**src/rtl/mem_stage.sv**
```systemverilog
// MEM pipeline stage: word load/store via a req/ack data-memory handshake with
// timeout and alignment checks, stall generation, and the MEM/WB pipeline register.
module mem_stage #(
    parameter int unsigned TIMEOUT = 16,
    parameter logic [5:0]  OP_LW   = 6'b100011,
    parameter logic [5:0]  OP_SW   = 6'b101011
) (
    input  logic        clk,
    input  logic        rst,
    input  logic [5:0]  op_mem,
    input  logic [31:0] alu_mem,
    input  logic [31:0] addr_mem,
    input  logic        ife_mem,
    input  logic [4:0]  Ri_mem,
    output logic        mem_req,
    output logic        mem_we,
    output logic [31:0] mem_addr,
    output logic [31:0] mem_wdata,
    input  logic [31:0] mem_rdata,
    input  logic        mem_ack,
    output logic        stall_o,
    output logic [5:0]  op_wb,
    output logic [31:0] wdata_wb,
    output logic [4:0]  Ri_wb,
    output logic        we_wb,
    output logic        ife_wb,
    output logic        bus_err,
    output logic        align_err
);

    localparam logic [7:0] TimeoutCnt = 8'(TIMEOUT);

    typedef enum logic {StIdle, StWait} state_t;

    state_t      r_state;
    logic [7:0]  r_cnt;

    logic w_is_mem;
    logic w_is_lw;
    logic w_aligned;
    logic w_wr_op;
    logic w_done;
    logic w_timeout;
    logic w_misalign;
    logic w_bubble;
    logic w_rd_nz;

    // Decode and memory-interface outputs; inputs are held by the stall while waiting.
    always_comb begin
        w_is_lw   = (op_mem == OP_LW);
        w_is_mem  = w_is_lw | (op_mem == OP_SW);
        w_aligned = (alu_mem[1:0] == 2'b00);
        w_wr_op   = (op_mem == 6'b000000) | (op_mem[5:3] == 3'b001) | w_is_lw;
        w_rd_nz   = (Ri_mem != 5'd0);

        if (rst) begin
            mem_req = 1'b0;
        end else if (r_state == StWait) begin
            mem_req = 1'b1;
        end else begin
            mem_req = w_is_mem & w_aligned;
        end
        mem_we    = ~rst & (op_mem == OP_SW);
        mem_addr  = alu_mem;
        mem_wdata = addr_mem;

        w_done     = mem_req & mem_ack;
        w_timeout  = ~rst & (r_state == StWait) & ~mem_ack & (r_cnt == TimeoutCnt);
        // Combinational ack->stall path: upstream unfreezes in the very cycle ack arrives.
        stall_o    = mem_req & ~mem_ack & ~w_timeout;
        w_misalign = (r_state == StIdle) & w_is_mem & ~w_aligned;
        w_bubble   = stall_o | w_timeout | w_misalign;
    end

    // Handshake FSM and wait-cycle counter.
    always_ff @(posedge clk or posedge rst) begin
        if (rst) begin
            r_state <= StIdle;
            r_cnt   <= 8'd0;
        end else begin
            unique case (r_state)
                StIdle: begin
                    if (mem_req && !mem_ack) begin
                        r_state <= StWait;
                        r_cnt   <= 8'd1;
                    end else begin
                        r_cnt   <= 8'd0;
                    end
                end
                StWait: begin
                    if (mem_ack || w_timeout) begin
                        r_state <= StIdle;
                        r_cnt   <= 8'd0;
                    end else begin
                        r_cnt   <= r_cnt + 8'd1;
                    end
                end
                default: begin
                    r_state <= StIdle;
                    r_cnt   <= 8'd0;
                end
            endcase
        end
    end

    // MEM/WB register; bubbles suppress the write so a frozen upstream cannot write twice.
    always_ff @(posedge clk or posedge rst) begin
        if (rst) begin
            op_wb     <= 6'd0;
            wdata_wb  <= 32'd0;
            Ri_wb     <= 5'd0;
            we_wb     <= 1'b0;
            ife_wb    <= 1'b0;
            bus_err   <= 1'b0;
            align_err <= 1'b0;
        end else begin
            op_wb     <= op_mem;
            ife_wb    <= ife_mem;
            bus_err   <= w_timeout;
            align_err <= w_misalign;
            wdata_wb  <= (w_is_lw && w_done) ? mem_rdata : alu_mem;
            if (w_bubble) begin
                we_wb <= 1'b0;
                Ri_wb <= 5'd0;
            end else begin
                Ri_wb <= Ri_mem;
                if (w_is_mem) begin
                    we_wb <= w_is_lw & w_done & w_rd_nz;
                end else begin
                    we_wb <= w_wr_op & w_rd_nz;
                end
            end
        end
    end

endmodule

```
**config.mk**
```make
export PLATFORM = sky130hd
export DESIGN_NAME = mem_stage
export DESIGN_NICKNAME = d
export VERILOG_FILES = /design/src/rtl/mem_stage.sv
export SDC_FILE = /design/constraint.sdc
export NUM_CORES = 1
export LEC_CHECK = 0
export CAP_MARGIN = 20
export CORE_MARGIN = 10
export CORE_UTILIZATION = 35
export DETAILED_ROUTE_END_ITERATION = 10
export GPL_ROUTABILITY_DRIVEN = 0
export GPL_TIMING_DRIVEN = 0
export HOLD_SLACK_MARGIN = 0.05
export PLACE_DENSITY_LB_ADDON = 0.12
export SYNTH_ARGS = -nofsm -noshare
export SYNTH_HDL_FRONTEND = slang
export SYNTH_SLANG_ARGS = --single-unit
```
**constraint.sdc**
```tcl
create_clock -name clk -period 9.3 [get_ports clk]
set_clock_uncertainty 0.15 [all_clocks]
set_input_delay 2.79 -clock clk [delete_from_list [all_inputs] [get_ports clk]]
set_output_delay 2.79 -clock clk [all_outputs]
set_load 0.03 [all_outputs]
```
==> flow_summary.ini <==
[clock_tree]
clock-root-buffer = clkbuf_8
cts_sinks = 56
htreeDepth = 2
cts_made_buffers = 5
cts.clk_slew.worst_paths_ps = 90
cts_setup_buffers = 0
cts-resized-gates = 0
hold_buffers = 0
cts_buffer_depth = 2
cts_tree = yes
clk_latency_ps = 310

[finish]
drive_above_1_share_pct = 26.86
final_area_mm2 = 0.004977
antenna_cells = 0
layout.nets = 529
fin_cells = 519
fillers = 660
area_growth_pct = 76.88
final_cell_mix = clkdlybuf4s50_1, buf_4, dfrtp_1, mux2_4, nor2_1
layout_commonest_cell = clkdlybuf4s50_1

[synth]
syn_inst = 216
async_reset_ff_share_pct = 100.0
synth_mux_area_share_pct = 16.81
ys_seq_area_share_pct = 49.80
synth_xor_area_share_pct = 1.867
yosys_most_used_dff = dfrtp_1
synthAdderAreaFrac_pct = 0.8893
synthSimpleGateAreaFrac_pct = 9.337
synth_compound_area_share_pct = 1.023
yosysUniqueCellTypes = 32
synth_nets = 329
ys_warn_count = 0
synth_top_family_by_area = buffers and inverters
synth_seq_cells = 56
synth_enable_flop_cells = 0
syn_area_per_cell_um2 = 13.03
syn_area_mm2 = 0.002814

[power_and_ir_drop]
power_density_mw_per_mm2 = 115.6
max-vdd-ir-drop_mv = 0.06437
totalPowerFinal_w = 0.0005753
p_leak_nw = 2.269

[worst_hold_path]
hold_path.class = flop to flop

[place]
place_hpwl_mm = 8.191
placedCellCount = 511
placed_area_mm2 = 0.004883
portBuffers = 192

[floorplanning]
die_area_mm2 = 0.01203
core-area_mm2 = 0.007767
rows = 32
io_pins = 225
die_h_um = 109.7
fp.dieW_um = 109.7
initial_core_util_pct = 36.23

[detailed_routing]
drt-vias-per-instance = 4.252
wl_met2_mm = 5.257
drc = 0
num_vias = 2207
wl_met1_mm = 2.848
top_layer = met4
wl_met3_mm = 1.221
dr.pass1.iters = 4
wl_per_cell_um = 18.09
drt_iter0_drc = 63
postRouteWirelength_mm = 9.387
ant_nets = 0

[global_route]
grt_first_pass_wirelength_mm = 13.39
gr-usage-all-layers_pct = 14.74
antenna_found_initial = 0
gr-total-overflow = 0
grt_max_degree = 42
grt_pass1_vias = 2454

[timing]
period_share_pct = 83.64
clock.fmax_ghz = 0.1286
slew_violations = 0
hold_slack_ps = 406.1
setup_viol = 0
worst_pin_slew_ps = 396.8
tns_ps = 0
max_slew_margin_pct = 73.51
rsz0062_at_grt = false
hold_violations = 0
fin_crit_ps = 7778

[worst_setup_path]
crit_fanout = 41
arrival_ps = 4840
worst_setup_path_end_kind = output port
worstSetupPathType = input pin to output port
cp-start-kind = input pin
cp.required_ps = 6360

[run_status]
status = complete, no violations

[job]
maxCapViolCount = 0
-- stage by stage --
step / utilization, % / setup slack [ps]
2_1_floorplan: - / 1886
3_3_place_gp: 62.61 / 266.3
3_5_place_dp: 62.87 / 1450
4_1_cts: 64.08 / 1440
5_1_grt: 64.08 / 1373
6_report: 64.08 / 1522
-- area by class of cell --
type	instances	area (um2)	area share (%)
Timing Repair Buffer	193	1942	39.01
Multi-Input combinational cell	87	842.1	16.92
Tap cell	102	127.6	2.564
Clock buffer	7	86.33	1.735
Buffer	69	555.5	11.16
Sequential cell	56	1401	28.15
Clock inverter	1	7.507	0.1508
Inverter	4	15.01	0.3017
-- metal layers --
metal / vias up / global-route usage [%]
met5: - / 0
met4: 0 / 3.625
met3: 4 / 8.133
met2: 124 / 27.98
met1: 1020 / 13.21
li1: 1059 / -
-- sequential cells by signal, summed over array words and instances, names as in the netlist --
signal	cells
r_state	1
we_wb	1
align_err	1
op_wb	6
r_cnt	8
ife_wb	1
Ri_wb	5
bus_err	1
wdata_wb	32
-- cells by family (layout without fill, tap and decap cells) --
family | count (synthesis) | in the layout
buf+inv | 73 | 274
flops | 56 | 56
simple gates | 42 | 42
mux | 32 | 32
xor+xnor | 6 | 6
compound gates | 5 | 5
fa+ha+maj | 2 | 2
-- power breakdown --
part	internal, W	total (W)	switching, W
sequential	0.000253	0.000256	0.00000255
combinational	0.0000977	0.000183	0.0000851
clock	0.0000607	0.000137	0.0000759
-- cell usage after synthesis (all sizes together), types with 2 or more instances --
cell / number / area (um2)
nand2b: 2 / 12.51
mux2: 32 / 473.0
nor2: 13 / 56.30
and3: 4 / 25.02
inv: 4 / 15.01
and2: 5 / 31.28
nand4b: 2 / 32.53
ha: 2 / 25.02
xor2: 5 / 43.79
nand3: 6 / 30.03
a21oi: 2 / 10.01
dfrtp: 56 / 1401
buf: 68 / 551.8
nor4: 2 / 12.51
-- worst max-delay path, cell delays in order --
cell and delay, ps:
clkdlybuf4s50_1 510, inv_2 360, buf_12 280, and3_1 200, clkdlybuf4s50_1 690
-- final timing paths --
path,endpoint,cells past startpoint,slack (ps),startpoint
hold / removal,r_cnt[7]$_DFF_PP0_,2,410,r_cnt[7]$_DFF_PP0_
setup / recovery,mem_we,5,1520,rst
setup reg to reg,r_cnt[0]$_DFF_PP0_,7,7220,r_cnt[0]$_DFF_PP0_
hold reg to reg,r_cnt[7]$_DFF_PP0_,2,410,r_cnt[7]$_DFF_PP0_
min in group asynchronous,r_state$_DFF_PP0_,2,2780,rst
max in group asynchronous,we_wb$_DFF_PP0_,3,5660,rst
(Power assumes the default switching activity.)
